### src/rtl/fetch_queue.sv
// Instruction fetch front end: sequential word fetch over a req/ack handshake,
// buffered with PCs in a show-ahead FIFO that feeds the decode stage.
module fetch_queue #(
    parameter int          DEPTH    = 4,
    parameter logic [31:0] RESET_PC = 32'h0000_0000
) (
    input  logic        CLK,
    input  logic        RST_N,
    output logic        imem_req,
    output logic [31:0] imem_addr,
    input  logic        imem_ack,
    input  logic [31:0] imem_rdata,
    input  logic        stallD,
    input  logic        flush,
    input  logic [31:0] flush_pc,
    output logic        validD,
    output logic [31:0] instrD,
    output logic [31:0] pcD,
    output logic [31:0] pcplus4D
);

    localparam int PTR_W = $clog2(DEPTH);
    localparam int CNT_W = PTR_W + 1;
    localparam logic [31:0] NOP = 32'h0000_0013;

    typedef enum logic {
        ST_FETCH = 1'b0,
        ST_DROP  = 1'b1
    } state_t;

    state_t             r_state;
    state_t             w_state_nxt;
    logic               r_run;
    logic [31:0]        r_fetch_pc;
    logic [31:0]        r_drop_addr;
    logic [PTR_W-1:0]   r_rptr;
    logic [PTR_W-1:0]   r_wptr;
    logic [CNT_W-1:0]   r_count;
    logic [31:0]        r_mem_instr [DEPTH];
    logic [31:0]        r_mem_pc    [DEPTH];

    logic               w_full;
    logic               w_push;
    logic               w_pop;
    logic               w_enter_drop;

    assign w_full = (r_count == CNT_W'(DEPTH));

    // Request never looks at imem_ack; only the next state does.
    always_comb begin
        w_state_nxt = r_state;
        imem_req    = 1'b0;
        imem_addr   = r_fetch_pc;
        case (r_state)
            ST_FETCH: begin
                imem_req  = r_run && !w_full;
                imem_addr = r_fetch_pc;
                if (flush && imem_req && !imem_ack)
                    w_state_nxt = ST_DROP;
            end
            ST_DROP: begin
                imem_req  = 1'b1;
                imem_addr = r_drop_addr;
                if (imem_ack)
                    w_state_nxt = ST_FETCH;
            end
            default: begin
                w_state_nxt = ST_FETCH;
            end
        endcase
    end

    assign w_enter_drop = (r_state == ST_FETCH) && (w_state_nxt == ST_DROP);
    assign w_push       = (r_state == ST_FETCH) && imem_req && imem_ack && !flush;
    assign w_pop        = validD && !stallD && !flush;

    always_ff @(posedge CLK or negedge RST_N) begin
        if (!RST_N) begin
            r_state <= ST_FETCH;
            r_run   <= 1'b0;
        end else begin
            r_state <= w_state_nxt;
            r_run   <= 1'b1;
        end
    end

    // The stale address keeps the abandoned request stable until it is acked.
    always_ff @(posedge CLK or negedge RST_N) begin
        if (!RST_N) begin
            r_fetch_pc  <= RESET_PC;
            r_drop_addr <= RESET_PC;
        end else begin
            if (flush)
                r_fetch_pc <= {flush_pc[31:2], 2'b00};
            else if (w_push)
                r_fetch_pc <= r_fetch_pc + 32'd4;
            if (w_enter_drop)
                r_drop_addr <= r_fetch_pc;
        end
    end

    always_ff @(posedge CLK or negedge RST_N) begin
        if (!RST_N) begin
            r_rptr  <= '0;
            r_wptr  <= '0;
            r_count <= '0;
        end else if (flush) begin
            r_rptr  <= '0;
            r_wptr  <= '0;
            r_count <= '0;
        end else begin
            if (w_push)
                r_wptr <= r_wptr + PTR_W'(1);
            if (w_pop)
                r_rptr <= r_rptr + PTR_W'(1);
            case ({w_push, w_pop})
                2'b10:   r_count <= r_count + CNT_W'(1);
                2'b01:   r_count <= r_count - CNT_W'(1);
                default: r_count <= r_count;
            endcase
        end
    end

    always_ff @(posedge CLK) begin
        if (w_push) begin
            r_mem_instr[r_wptr] <= imem_rdata;
            r_mem_pc[r_wptr]    <= r_fetch_pc;
        end
    end

    // Head is read straight out of storage; an empty queue presents a NOP.
    assign validD   = (r_count != '0);
    assign instrD   = validD ? r_mem_instr[r_rptr] : NOP;
    assign pcD      = validD ? r_mem_pc[r_rptr] : 32'h0;
    assign pcplus4D = validD ? (r_mem_pc[r_rptr] + 32'd4) : 32'h0;

endmodule

### config.mk
export PLATFORM = sky130hd
export DESIGN_NAME = fetch_queue
export DESIGN_NICKNAME = d
export VERILOG_FILES = /design/src/rtl/fetch_queue.sv
export SDC_FILE = /design/constraint.sdc
export NUM_CORES = 1
export LEC_CHECK = 0
export ABC_AREA = 1
export CORE_ASPECT_RATIO = 0.5
export CORE_MARGIN = 2
export CORE_UTILIZATION = 60
export DETAILED_ROUTE_END_ITERATION = 8
export PLACE_DENSITY_LB_ADDON = 0.05
export SYNTH_ARGS = -nofsm -noshare
export SYNTH_HDL_FRONTEND = slang
export SYNTH_SLANG_ARGS = --single-unit
export TNS_END_PERCENT = 10
### constraint.sdc
create_clock -name CLK -period 10.8 [get_ports CLK]
set_input_delay 2.16 -clock CLK [delete_from_list [all_inputs] [get_ports CLK]]
set_output_delay 2.16 -clock CLK [all_outputs]
set_load 0.02 [all_outputs]
==> results of run 1 <==
==> kinds of logic after synthesis <==
kind of cell    count (synthesis)  share of synthesized area, %
simple gates                  937                          24.7
flops                         317                          60.1
compound gates                215                          7.53
buf+inv                       192                          5.73
xor+xnor                       22                          1.26
fa+ha+maj                       7                         0.623
other cells                     2                        0.0492
==> worst max-delay path, cell delays in order (launching register included) <==
cell and delay [ns]:
dfrtp_4 0.82, buf_4 0.76, nand2_1 0.17, nand2_1 0.12, nand2_1 0.05, nand2_1 0.14
ha_1 0.24, inv_1 0.09, nor2_2 0.16, nand2_1 0.15, nor2_1 0.32, nor2_1 0.07
nor3_1 0.33, clkdlybuf4s50_1 0.68
==> cell usage after synthesis, types with 7 or more instances <==
cell / n / area share (%)
nor3_1: 20 / 0.66
nor2_2: 10 / 0.41
o211ai_1: 9 / 0.44
inv_1: 105 / 2.6
a21oi_1: 41 / 1.3
buf_6: 7 / 0.52
o21ai_0: 147 / 4.8
nand2_1: 511 / 13
o221ai_1: 7 / 0.40
edfxtp_1: 248 / 49
dfrtp_1: 69 / 11
nor2_1: 276 / 6.8
buf_2: 21 / 0.69
clkbuf_1: 33 / 0.81
xor2_1: 20 / 1.1
nand3_1: 94 / 3.1
buf_4: 11 / 0.54
buf_1: 11 / 0.27
nand4_1: 13 / 0.53
==> sequential cells by signal, indices dropped and copies added, names as in the netlist <==
| register | cells |
|---|---|
| r_count | 3 |
| r_drop_addr | 30 |
| r_fetch_pc | 30 |
| r_mem_instr | 128 |
| r_mem_pc | 120 |
| r_rptr | 2 |
| r_run | 1 |
| r_state | 1 |
| r_wptr | 2 |
==> cells in the final DEF, fill, tap and decap left out, types with 29 or more instances in the layout <==
cell / instances
a21oi_1: 41
clkbuf_16: 29
clkdlybuf4s50_1: 189
dfrtp_1: 67
edfxtp_1: 248
inv_1: 105
nand2_1: 511
nand3_1: 94
nor2_1: 272
o21ai_0: 147
==> power breakdown <==
group	total, mW	leakage [nW]	switching (mW)	internal (mW)
Combinational	1.65	3.63	1.03	0.610
Sequential	1.52	3.09	0.100	1.42
Clock	0.994	0.436	0.452	0.541
==> area by class of cell <==
| class | count | area [um^2] | share of cell area (%) |
|---|---|---|---|
| Sequential cell | 317 | 9180 | 50.5 |
| Timing Repair Buffer | 204 | 2000 | 11.0 |
| Clock inverter | 22 | 169 | 0.929 |
| Clock buffer | 32 | 737 | 4.05 |
| Multi-Input combinational cell | 1188 | 5260 | 28.9 |
| Tap cell | 344 | 430 | 2.37 |
| Inverter | 107 | 407 | 2.24 |
==> routing by layer <==
metal,track usage [%],wire [um]
met1,38.7,16600
met2,51.4,19300
met3,4.49,2640
met4,10.0,1180
met5,0,0
==> final timing paths <==
| check | depth (start not counted) | slack, ns | from | endpoint |
|---|---|---|---|---|
| setup / recovery | 13 | 3.94 | r_rptr[0]$_DFFE_PN0P_ | pcplus4D[14] |
| hold / removal | 2 | 0.49 | r_drop_addr[25]$_DFFE_PN0P_ | r_drop_addr[25]$_DFFE_PN0P_ |
| setup reg to reg | 12 | 7.57 | r_state$_DFF_PN0_ | r_count[2]$_DFFE_PN0P_ |
| hold reg to reg | 2 | 0.49 | r_drop_addr[25]$_DFFE_PN0P_ | r_drop_addr[25]$_DFFE_PN0P_ |
| max in group asynchronous | 2 | 8.34 | RST_N | r_rptr[0]$_DFFE_PN0P_ |
| min in group asynchronous | 2 | 1.77 | RST_N | r_fetch_pc[30]$_DFFE_PN0N_ |
==> results_dict.tcl, run 1 <==
set metrics [dict create \
    clock-sinks 317 \
    vdd_drop_max_uv 144 \
    hold_class "flop to flop" \
    drtPass1Iterations 5 \
    vias 12400 \
    rsz0062_at_grt "no" \
    hold_ws_ns 0.488 \
    maxSlewViolCount 0 \
    fin_util_pct 72.5 \
    grt_overflow 0 \
    coreArea_mm2 0.0251 \
    finalHoldViolCount 0 \
    gp_congestion 0.988 \
    ys_seq_elements 317 \
    worst_slack_ns 3.94 \
    initial_utilization_pct 60.8 \
    placed_cell_area_mm2 0.0173 \
    cts_tree "built" \
    io_buffers 190 \
    finalSetupViolCount 0 \
    vias_per_cell 5.60 \
    cts_buffers 29 \
    cts-root-buf "clkbuf_16" \
    drc 0 \
    fin_crit_ns 6.86 \
    avgSynthCellArea_um2 9.02 \
    clock_tree.buffer_depth 3 \
    clk_latency_ns 0.57 \
    async_reset_ff_share_pct 21.8 \
    ctsHoldBuffers 0 \
    preCtsSetupSlack_ns 4.58 \
    leakagePower_nw 7.16 \
    power.density_mw_per_mm2 229 \
    fillCellCount 1841 \
    fin_total_pwr_mw 4.16 \
    max_freq_mhz 146 \
    grt_max_degree 131 \
    setup.worst_path.class "flop to primary output" \
    fin_area_mm2 0.0182 \
    yosysUniqueCellTypes 38 \
    io_pins 199 \
    synthFlopType "edfxtp_1" \
    startpoint_type "flop" \
    synth.cell_area_mm2 0.0153 \
    num_antenna_cells 0 \
    relSlewSlack_pct 27.8 \
    die_y_um 117 \
    wl_per_cell_um 17.9 \
    finClkSkew_ns 0.0339 \
    grt_pass1_vias 11900 \
    seq_area_frac_synth_pct 60.1 \
    post-route-period-util_pct 63.5 \
    nets 1923 \
    row_count 41 \
    drv_cap 0 \
    setup_tns_ns 0 \
    first_iter_violations 1364 \
    synth_edf_count 248 \
    dp.cells 2160 \
    status "complete, no violations" \
    synthCells 1692 \
    syn_to_final_growth_pct 19.2 \
    worst_slew_pin_slew_ns 1.08 \
    grtUsageTotal_pct 29.5 \
    die_w_um 229 \
    ctsResizeCount 0 \
    crit_arrival_ns 4.70 \
    ant_nets 0 \
    cp-end-kind "primary output" \
    grt_antenna_before_repair 0 \
    drt_wl_total_um 39700 \
    drive_above_1_share_pct 4.44 \
    dieArea_mm2 0.0268 \
    cp.required_ns 8.64 \
    cts_setup_buffers 0 \
    grt_pass1_wl_um 61300 \
    fin_cells 2214 \
    dpl.hpwl_um 25400 \
    ctsHtreeMaxLevel 1 \
    cp_max_fo 78 \
    clk_pin_slew_worst_paths_ns 0.07 \
    yosys_warnings 0 \
]
Power figures use the tool's default switching activity.
==> inputs of run 2 (changes only) <==
CORE_UTILIZATION = 56   (was 60)
clock period = 6.9 ns   (was 10.8 ns; I/O delays follow)
==> results_dict.tcl, run 2 (synthesized netlist as in run 1, its figures left out) <==
set metrics [dict create \
    status "complete, no violations" \
    cp.required_ns 5.52 \
    cp_max_fo 80 \
    cts_buffers 28 \
    cp-end-kind "primary output" \
    layout_common_cells "nand2_1, nor2_1, edfxtp_1, clkdlybuf4s50_1, o21ai_0" \
    ant_nets 0 \
    rrSetupSlack_ns 3.47 \
    clk_latency_ns 0.55 \
    initial_utilization_pct 57.4 \
    startpoint "r_rptr[0]$_DFFE_PN0P_" \
    setup.worst_path.class "flop to primary output" \
    fin_crit_ns 5.97 \
    io_pins 199 \
    drv_cap 0 \
    grt_overflow 0 \
    wl_per_cell_um 18.0 \
    post-route-period-util_pct 86.5 \
    row_count 42 \
    clock_tree.buffer_depth 3 \
    grtUsageTotal_pct 27.9 \
    r2r-start "r_count[0]$_DFFE_PN0P_" \
    reg_top3 "r_mem_instr x128, r_mem_pc x120" \
    cts_setup_buffers 0 \
    num_antenna_cells 0 \
    relSlewSlack_pct 29.7 \
    crit_arrival_ns 4.59 \
    finalHoldViolCount 0 \
    leakagePower_nw 7.14 \
    r2r-end "r_mem_instr[1][3]$_DFFE_PP_" \
    placed_cell_area_mm2 0.0173 \
    nets 1924 \
    largest_reg_flops 128 \
    final_common_cell "nand2_1" \
    drtPass1Iterations 6 \
    maxSlewViolCount 0 \
    setup_tns_ns 0 \
    vdd_drop_max_uv 256 \
    ctsResizeCount 0 \
    worst_slack_ns 0.933 \
    syn_to_final_growth_pct 19.0 \
    max_freq_mhz 168 \
    finalSetupViolCount 0 \
    die_w_um 237 \
    gp_congestion 1.01 \
    drt_wl_total_um 39900 \
    startpoint_type "flop" \
    dieArea_mm2 0.0287 \
    hold_class "flop to flop" \
    grt_max_degree 131 \
    grt_antenna_before_repair 0 \
    fin_area_mm2 0.0182 \
    clk_pin_slew_worst_paths_ns 0.07 \
    ctsHoldBuffers 0 \
    rsz0062_at_grt "no" \
    clock-sinks 317 \
    dpl.hpwl_um 25800 \
    vias_per_cell 5.59 \
    drive_above_1_share_pct 4.50 \
    drc 0 \
    io_buffers 190 \
    dp.cells 2170 \
    grt_pass1_wl_um 61800 \
    fin_cells 2217 \
    ctsHtreeMaxLevel 1 \
    preCtsSetupSlack_ns 1.58 \
    power.density_mw_per_mm2 356 \
    reg2regPathDepth 8 \
    top_register "r_mem_instr" \
    worst_slew_pin_slew_ns 1.05 \
    cts_tree "built" \
    grt_pass1_vias 11700 \
    finClkSkew_ns 0.0119 \
    endpoint "pcplus4D[26]" \
    cts-root-buf "clkbuf_16" \
    fin_util_pct 68.3 \
    first_iter_violations 1404 \
    vias 12400 \
    coreArea_mm2 0.0266 \
    die_y_um 121 \
]
[run 2: cell count changes in the layout (fill, tap and decap cells not counted)]
cell / before / now
bufinv_16: 2 / 1
clkinv_2: 3 / 4
clkbuf_8: 0 / 1
clkinv_8: 1 / 0
clkinv_1: 12 / 3
clkinv_4: 0 / 1
inv_6: 3 / 1
clkbuf_1: 3 / 6
buf_4: 14 / 16
[run 2: critical path, stage by stage (launching register included)]
cell and delay [ns]:
dfrtp_4 0.80, buf_4 0.77, nand2_1 0.18, nand2_1 0.13, nand2_1 0.05, nand2_1 0.13
ha_1 0.25, inv_1 0.09, nor2_2 0.15, nand2_1 0.15, nor2_2 0.31, nand3_1 0.13
nand2_1 0.07, nand2_1 0.04, nor2_1 0.10, clkdlybuf4s50_1 0.65
[run 2: cell type report]
cell class / instances / area (um^2)
Multi-Input combinational cell: 1188 / 5260
Tap cell: 352 / 440
Clock buffer: 36 / 762
Inverter: 107 / 407
Timing Repair Buffer: 206 / 2020
Clock inverter: 11 / 85.1
Fill cell: 2039 / 8440
Sequential cell: 317 / 9180
[run 2: per-stage QoR]
step           hold slack [ns]  power [mW]
2_1_floorplan            0.453        3.91
3_3_place_gp             0.468        4.95
3_5_place_dp             0.479        5.00
4_1_cts                  0.495        6.47
5_1_grt                  0.518        6.79
6_report                 0.489        6.46
[run 2: worst min-delay path by stage]
stage | start | to | slack, ns | depth (start not counted)
2_1_floorplan | r_drop_addr[10]$_DFFE_PN0P_ | r_drop_addr[10]$_DFFE_PN0P_ | 0.45 | 2
3_3_place_gp | r_drop_addr[2]$_DFFE_PN0P_ | r_drop_addr[2]$_DFFE_PN0P_ | 0.47 | 2
3_5_place_dp | r_drop_addr[10]$_DFFE_PN0P_ | r_drop_addr[10]$_DFFE_PN0P_ | 0.48 | 2
4_1_cts | r_drop_addr[27]$_DFFE_PN0P_ | r_drop_addr[27]$_DFFE_PN0P_ | 0.49 | 2
5_1_grt | r_drop_addr[19]$_DFFE_PN0P_ | r_drop_addr[19]$_DFFE_PN0P_ | 0.52 | 2
6_report | r_drop_addr[27]$_DFFE_PN0P_ | r_drop_addr[27]$_DFFE_PN0P_ | 0.49 | 2
[run 2: layer usage]
metal / vias to the layer above / part of all wire [%] / routed length, um / track usage, %
li1: 5907 / - / - / -
met1: 5914 / 41 / 16500 / 37.7
met2: 515 / 48 / 19300 / 48.3
met3: 63 / 8.2 / 3250 / 3.93
met4: 0 / 2.0 / 779 / 6.41
met5: - / 0 / 0 / 0
[run 2: power breakdown]
group	switching [mW]	internal (mW)	total, mW	leakage, nW
registers	0.158	2.23	2.39	3.09
clock network	0.669	0.812	1.48	0.411
logic	1.64	0.955	2.59	3.64
total	2.46	4.00	6.46	7.14
